--- src/rtl/lpc_postcode_log.sv ---
// LPC POST-code snooper: latches the latest code per port and logs every accepted write into a
// circular history FIFO. Define POSTCODE_DEDUP_EN to suppress logging of repeated codes per port.
module lpc_postcode_log #(
  parameter int          NUM_PORTS = 2,
  parameter logic [15:0] BASE_ADDR = 16'h0080,
  parameter int          DEPTH     = 16,
  localparam int         PW        = (NUM_PORTS > 1) ? $clog2(NUM_PORTS) : 1,
  localparam int         CW        = $clog2(DEPTH + 1)
) (
  input  logic                   lclk,
  input  logic                   lreset_n,
  input  logic                   lpc_en,
  input  logic                   device_cs,
  input  logic [15:0]            addr,
  input  logic [7:0]             din,
  input  logic                   io_wren,
  input  logic                   io_rden,
  output logic [7:0]             dout,
  output logic                   dout_oe,
  output logic [8*NUM_PORTS-1:0] postcode,
  input  logic                   log_pop,
  output logic [PW+7:0]          log_data,
  output logic                   log_valid,
  output logic [CW-1:0]          log_count,
  output logic                   log_ovf,
  input  logic                   log_clear
);

  localparam int AW = $clog2(DEPTH);

  // Log handshake: log_valid means log_data holds the oldest entry; asserting log_pop while
  // log_valid is high consumes it at the next lclk edge. A pop with log_valid low is ignored.

  logic [15:0]   offset;
  logic          hit;
  logic [PW-1:0] idx;
  logic [7:0]    cur_code;
  logic          accept;
  logic          dup;
  logic          push;
  logic          pop;
  logic          full;

  logic [7:0]    code_q [NUM_PORTS];
  logic [PW+7:0] mem [DEPTH];
  logic [AW-1:0] wr_ptr_q;
  logic [AW-1:0] rd_ptr_q;
  logic [CW-1:0] count_q;
  logic          ovf_q;

  // Subtraction wraps for addresses below BASE_ADDR, so a single compare covers both bounds.
  assign offset   = addr - BASE_ADDR;
  assign hit      = device_cs && (offset < 16'(NUM_PORTS));
  assign idx      = offset[PW-1:0];
  assign cur_code = code_q[idx];
  assign accept   = hit && io_wren && lpc_en;

  always_comb begin
    dout    = 8'h00;
    dout_oe = 1'b0;
    if (hit && io_rden) begin
      dout    = cur_code;
      dout_oe = 1'b1;
    end
  end

  for (genvar g = 0; g < NUM_PORTS; g++) begin : g_postcode
    assign postcode[8*g +: 8] = code_q[g];
  end

  always_ff @(posedge lclk or negedge lreset_n) begin
    if (!lreset_n) begin
      for (int i = 0; i < NUM_PORTS; i++) code_q[i] <= 8'h00;
    end else if (accept) begin
      code_q[idx] <= din;
    end
  end

`ifdef POSTCODE_DEDUP_EN
  logic [NUM_PORTS-1:0] seen_q;

  assign dup = seen_q[idx] && (din == cur_code);

  always_ff @(posedge lclk or negedge lreset_n) begin
    if (!lreset_n) begin
      seen_q <= '0;
    end else if (accept) begin
      seen_q[idx] <= 1'b1;
    end
  end
`else
  assign dup = 1'b0;
`endif

  assign push = accept && !dup;
  assign pop  = log_pop && (count_q != '0);
  assign full = (count_q == CW'(DEPTH));

  always_ff @(posedge lclk) begin
    if (push) mem[wr_ptr_q] <= {idx, din};
  end

  // Clear wins over push/pop; a push into a full log without a pop evicts the oldest entry.
  always_ff @(posedge lclk or negedge lreset_n) begin
    if (!lreset_n) begin
      wr_ptr_q <= '0;
      rd_ptr_q <= '0;
      count_q  <= '0;
      ovf_q    <= 1'b0;
    end else if (log_clear) begin
      wr_ptr_q <= '0;
      rd_ptr_q <= '0;
      count_q  <= '0;
      ovf_q    <= 1'b0;
    end else if (push && pop) begin
      wr_ptr_q <= wr_ptr_q + 1'b1;
      rd_ptr_q <= rd_ptr_q + 1'b1;
    end else if (push) begin
      wr_ptr_q <= wr_ptr_q + 1'b1;
      if (full) begin
        rd_ptr_q <= rd_ptr_q + 1'b1;
        ovf_q    <= 1'b1;
      end else begin
        count_q <= count_q + 1'b1;
      end
    end else if (pop) begin
      rd_ptr_q <= rd_ptr_q + 1'b1;
      count_q  <= count_q - 1'b1;
    end
  end

  assign log_valid = (count_q != '0);
  assign log_count = count_q;
  assign log_ovf   = ovf_q;
  assign log_data  = log_valid ? mem[rd_ptr_q] : '0;

endmodule

--- config.mk ---
export PLATFORM = sky130hd
export DESIGN_NAME = lpc_postcode_log
export DESIGN_NICKNAME = d
export VERILOG_FILES = /design/src/rtl/lpc_postcode_log.sv
export SDC_FILE = /design/constraint.sdc
export NUM_CORES = 1
export LEC_CHECK = 0
export BUFFER_PORTS_ARGS = -buffer_cell sky130_fd_sc_hd__buf_2
export CORE_AREA = 2 2 134 169
export CTS_CLUSTER_SIZE = 16
export DETAILED_ROUTE_END_ITERATION = 6
export DIE_AREA = 0 0 136 171
export GPL_ROUTABILITY_DRIVEN = 1
export GPL_TIMING_DRIVEN = 0
export PLACE_DENSITY_LB_ADDON = 0.1
export SETUP_SLACK_MARGIN = 0.5
export SLEW_MARGIN = 10
export SYNTH_ARGS = -nofsm -noshare
export SYNTH_HDL_FRONTEND = slang
export SYNTH_SLANG_ARGS = --single-unit
--- constraint.sdc ---
create_clock -name lclk -period 5.49 [get_ports lclk]
set_input_delay 0.2745 -clock lclk [delete_from_list [all_inputs] [get_ports lclk]]
set_output_delay 0.2745 -clock lclk [all_outputs]
set_load 0.02 [all_outputs]
## Word level (Yosys, flattened, before mapping)

Memory sizes are Yosys's and may differ from the RTL's.
Cells that the tools add are included.

| word-level totals | value |
|---|---|
| register bits | 30 |
| memory bits (writable) | 144 |
| input port bits | 32 |
| output and inout bits | 41 |
| word-level logic and storage cells | 64 |
| memories kept | 1 |

Memories:

| memory | words | width | read ports | clocked after memory_dff | write ports | line | text |
|---|---|---|---|---|---|---|---|
| mem | 16 | 9 | 1 | 0 | 1 | 45 | `logic [PW+7:0] mem [DEPTH];` |

| operators by class | value |
|---|---|
| add/subtract/negate cells | 5 |
| order comparisons | 3 |
| equal/unequal tests | 4 |
| mux-type cells | 28 |
| bitwise operators | 1 |
| reductions and logical operators | 16 |

Operators by type and width:

| cell | number |
|---|---|
| $mux W8 | 5 |
| $mux W4 | 8 |
| $mux W5 | 5 |
| $bwmux W16 | 1 |
| $lt A16 B2 Y1 const B | 1 |
| $sub A16 B8 Y16 const B | 1 |
| $mux W9 | 1 |
| $add A4 B1 Y4 const B | 2 |
| $demux W8 S1 | 1 |
| $logic_and A1 B1 Y1 | 7 |
| $mux W1 | 7 |
| $reduce_and A3 Y1 | 2 |
| $reduce_bool A3 Y1 | 2 |
| $add A5 B1 Y5 const B | 1 |
| $eq A5 B5 Y1 const B | 1 |
| $reduce_bool A5 Y1 | 1 |
| $sub A5 B1 Y5 const B | 1 |
| $ne A4 B2 Y1 const B | 1 |
| $reduce_bool A2 Y1 | 2 |
| $reduce_bool A4 Y1 | 1 |
| $ne A3 B3 Y1 const B | 1 |
| $ge A2 B2 Y1 const B | 1 |
| $lt A2 B1 Y1 const B | 1 |
| $ne A2 B2 Y1 const B | 1 |
| 2 further kinds | 2 |

## Depth between registers and ports, before layout

| logic depth | value |
|---|---|
| depth in word-level cells | 8 |
| mapped depth | 15 |
| mapped depth without buffers | 14 |

## Worst setup path before layout

Ideal clock, no wire load.

| timing path | value |
|---|---|
| path type | input-to-reg |
| start | input port addr[11] |
| end | register count_q[4], in the netlist log_count[4] |
| setup time | 0.138 ns |
| data arrival time | 2.948 ns |
| data required time | 5.352 ns |
| setup slack | 2.404 ns |
| stages on the path | 12 |
| path buffers | 1 |
| cells stage by stage | or3_4 nor4_4 xnor2_2 and4_1 clkbuf_1 inv_1 fa_1 a21o_1 a21oi_1 and4b_1 o21ai_0 o221ai_1 |

| between the ends | value |
|---|---|
| cells in the longest elaborated chain, start to end | 8 |
| elaborated cells between the ends (all ways) | 13 |
| classes of those cells | 1 x add/sub; 1 x order compare; 2 x eq/ne; 3 x mux; 6 x reduce/logical |

RTL lines:

| what | line | text |
|---|---|---|
| start, declared | 14 | `input logic [15:0] addr,` |
| $sub A16 B8 Y16 (*) | 52 | `assign offset = addr - BASE_ADDR;` |
| $lt A16 B2 Y1 (*) | 53 | `assign hit = device_cs && (offset < 16'(NUM_PORTS));` |
| $logic_and A1 B1 Y1 (*) | 53 |  |
| $logic_and A1 B1 Y1 (*) (2 in a row) | 56 | `assign accept = hit && io_wren && lpc_en;` |
| $logic_and A1 B1 Y1 or $mux W5 (tied branches) | 115, 118 |  |
| $ne A2 B2 Y1 (no source line) or $mux W5 (tied branches) | -- |  |
| $reduce_and A3 Y1 (no source line) or $mux W5 (tied branches) | -- |  |
| end signal, assigned | 124 | `count_q <= count_q + 1'b1;` |
| end signal, assigned | 128 | `count_q <= count_q - 1'b1;` |
| end, declared | 48 | `logic [CW-1:0] count_q;` |

Every way passes the cells marked *; elsewhere a longest branch is shown, timed or not. The select of a mux whose other input is x is not followed.
A chain may end at the register's enable or synchronous reset.

## Worst setup path in the final report

| timing path | value |
|---|---|
| start | register rd_ptr_q[0] |
| end | output port log_data[1] |

| between the ends | value |
|---|---|
| cells in the longest elaborated chain, start to end | 2 |

RTL lines:

| what | line | text |
|---|---|---|
| start, declared | 47 | `logic [AW-1:0] rd_ptr_q;` |
| start signal, assigned | 117 | `rd_ptr_q <= rd_ptr_q + 1'b1;` |
| start signal, assigned | 121 | `rd_ptr_q <= rd_ptr_q + 1'b1;` |
| start signal, assigned | 127 | `rd_ptr_q <= rd_ptr_q + 1'b1;` |
| $mem_v2 Z16 W9 | -- |  |
| $mux W9 | 135 | `assign log_data = log_valid ? mem[rd_ptr_q] : '0;` |
| end, declared | 22 | `output logic [PW+7:0] log_data,` |

Every way passes these cells.

==> metrics.csv <==
metric,value,unit
cts_buffer_depth,2,
p_per_area,391,mW/mm2
cts_max_level,4,
yosysTopAreaCell,edfxtp_1,
clock_sinks,174,
detail_route.iter0.violations,232,
critical-path-top-delay-family,buffers and inverters,
critPathBufInv,4,
timing_worst_setup_path_type,reg2out,
synth_top_area_share,57.7,%
ir_drop,152,uV
root_buffer,clkbuf_16,
status,"finished, final reports clean",
synth_common_cells,"edfxtp_1, mux2i_1, dfrtp_1, mux2_2, nor2_1",
yosysMostFrequentCell,edfxtp_1,
crit_path_start,rd_ptr_q[0]$_DFFE_PN0P_,
grt_usage,16.4,%
ys_seq_area_share,67.7,%
num_vias,4288,
wire_per_inst,21.0,um
worst-r2r-cell-count,5,
slew_headroom,44.5,%
hp-class,in2reg,
worst_pin_slew,0.832,ns
post-route-drc-count,0,
fin_worst_skew,0.0174,ns
yosys_warnings,0,
fin_crit,3.39,ns
cts_resized,0,
num_antenna_cells,0,
timing.setup.tns,0,ns
cts_tree,yes,
routed_wl,17.8,mm
async_reset_ff_share,17.2,%
synth_area_leaders,"edfxtp_1, dfrtp_1, mux2i_1",
p_int,2.42,mW
cp-start-kind,register,
critPathSlowestCell,buf_1,
clkPwrFrac,34.7,%
grt_pass1_vias,4631,
grt_max_degree,31,
drt-vias-per-instance,5.06,
syn-num-nets,498,
cp-end-kind,output pin,
ys_seq_elements,174,
worst-r2r-setup-slack,3.05,ns
fillers,2061,
required,5.22,ns
nets,594,
synth_edf_count,144,
grt_pass1_wl,27.3,mm
first_pass_iters,4,
crit_end,log_data[1],
antenna_left,0,
max_clock_freq,295,MHz
rsz0062_at_grt,false,
synth_cell_types,54,
r2r_end,log_count[3]$_DFFE_PN0P_,
grt-ovfl-total,0,
setup_viol,0,
netSwitchingPower,1.05,mW
drive_gt1_share,29.8,%
drv_slew,0,
p_sw_share,30.1,%
maxCapViolCount,0,
path_cells,clkbuf_1 -> buf_2 -> buf_1 -> mux2i_1 -> o221ai_1 -> o22ai_1 -> a211oi_1 -> buf_2,
combPwrFrac,22.4,%
cp.depth,8,
regToRegStartpoint,log_count[0]$_DFFE_PN0P_,
port_buffers,72,
max_stage_delay,0.67,ns
coreArea,0.0218,mm2
postLayoutCoreUtil,40.6,%
place.gp.congestion,0.739,
seqPwrFrac,42.9,%
avgSynthCellArea,16.5,um2
leakage,3.22,nW
clk_latency,0.43,ns
boundaryPins,73,
synth.cell_area,0.00749,mm2
clkTransAtPathRegs,0.07,ns
die_h,171,um
critPathMostFrequentCell,buf_2,
synth_ff_type,edfxtp_1,
fin_crit_sh,61.8,%
die_area,0.0233,mm2
start_util,34.3,%
area_delta_synth_final,18.4,%
synthCells,455,
dp_hpwl,12.0,mm
die_w,136,um
numCtsBuffers,17,
crit_path_max_fanout,10,
critical_path_arrival,3.12,ns
report.final.hold_viol_count,0,
rows,61,
antenna_found_initial,0,
what timing repair did:
item / in CTS / in global routing
endpoints found under the hold margin: 30 / 0
hold buffers: 1 / 0
buffers inserted: 0 / 0
flip-flops by register name (all words and copies together), names as in the netlist:
register / flops
mem: 144
postcode: 16
log_count: 5
rd_ptr_q: 4
wr_ptr_q: 4
log_ovf: 1
how the worst min path moves through the flow:
stage | depth (start not counted) | end | slack (ns) | from
detailed placement | 1 | postcode[11]$_DFFE_PN0P_ | 0.37 | lreset_n
global route | 4 | log_ovf$_DFFE_PN0P_ | 0.26 | log_pop
global placement | 1 | postcode[10]$_DFFE_PN0P_ | 0.37 | lreset_n
CTS | 4 | log_ovf$_DFFE_PN0P_ | 0.20 | log_pop
finish | 4 | log_ovf$_DFFE_PN0P_ | 0.21 | log_pop
floorplan | 0 | log_count[0]$_DFFE_PN0P_ | -0.02 | lreset_n
final cells by class:
type	count	area [um2]	share of cell area [%]
flip-flops and latches	174	5070	57.2
multi-input cells	249	2310	26.0
clock buffers	17	425	4.80
repair buffers	77	400	4.51
well taps	283	354	3.99
clock inverters	15	175	1.98
plain buffers	22	92.6	1.04
inverters	10	37.5	0.423
routing by layer:
metal / track usage, % / part of all wire, % / up-vias
li1: - / - / 2000
met2: 28.2 / 51 / 118
met1: 19.6 / 42 / 2146
met5: 0 / 0 / -
met3: 3.35 / 3.4 / 24
met4: 7.61 / 3.7 / 0
cell families (layout without fill, tap and decap cells):
family / Yosys count / in the layout / share of synthesized area [%]
AOI/OAI and AO/OA: 57 / 57 / 5.61
xor gates and xnor gates: 6 / 6 / 0.802
adders and majority gates: 11 / 11 / 1.94
buffers and inverters: 32 / 141 / 1.74
DFF: 174 / 174 / 67.7
muxes: 87 / 87 / 15.0
and+or+nand+nor: 88 / 88 / 7.16
power by group through the flow:
stage	clock [mW]	sequential [mW]	combinational, mW
3_5_place_dp	0	1.52	0.796
2_1_floorplan	0	1.53	0.517
5_1_grt	1.28	1.49	0.850
4_1_cts	1.23	1.49	0.797
3_3_place_gp	0	1.51	0.786
6_report	1.20	1.49	0.777
placed cells by master (no fill, tap or decap), types with 6 or more instances in the layout:
cell type | netlist | routed
nor2_1 | 21 | 21
mux2i_1 | 45 | 45
ha_1 | 10 | 10
a21oi_1 | 6 | 6
inv_1 | 9 | 9
and2_1 | 9 | 9
buf_2 | 5 | 77
o221ai_1 | 19 | 19
dfrtp_1 | 30 | 30
clkbuf_1 | 13 | 13
mux2_2 | 22 | 22
nand2_1 | 16 | 16
a211oi_1 | 9 | 9
edfxtp_1 | 144 | 144
mux4_2 | 18 | 18
o22ai_1 | 9 | 9
clkbuf_16 | 0 | 17
through the flow:
step | hold slack, ns | power, mW | instance area, um2 | setup slack [ns] | std cells
floorplan | -0.0211 | 2.04 | 7490 | 2.40 | 455
finish | 0.213 | 3.47 | 8870 | 2.10 | 847
global placement | 0.373 | 2.30 | 8210 | 1.62 | 810
CTS | 0.197 | 3.51 | 8870 | 1.94 | 847
global route | 0.257 | 3.62 | 8870 | 1.85 | 847
detailed placement | 0.374 | 2.31 | 8260 | 1.83 | 814
worst register-to-register path: stages (launching register included):
cell	delay, ns
dfrtp_1	0.46
nor4_2	0.58
a21boi_0	0.27
or2_2	0.38
o21ai_2	0.26
mux2_2	0.38
Note: power is estimated with default switching activity, not from simulation.
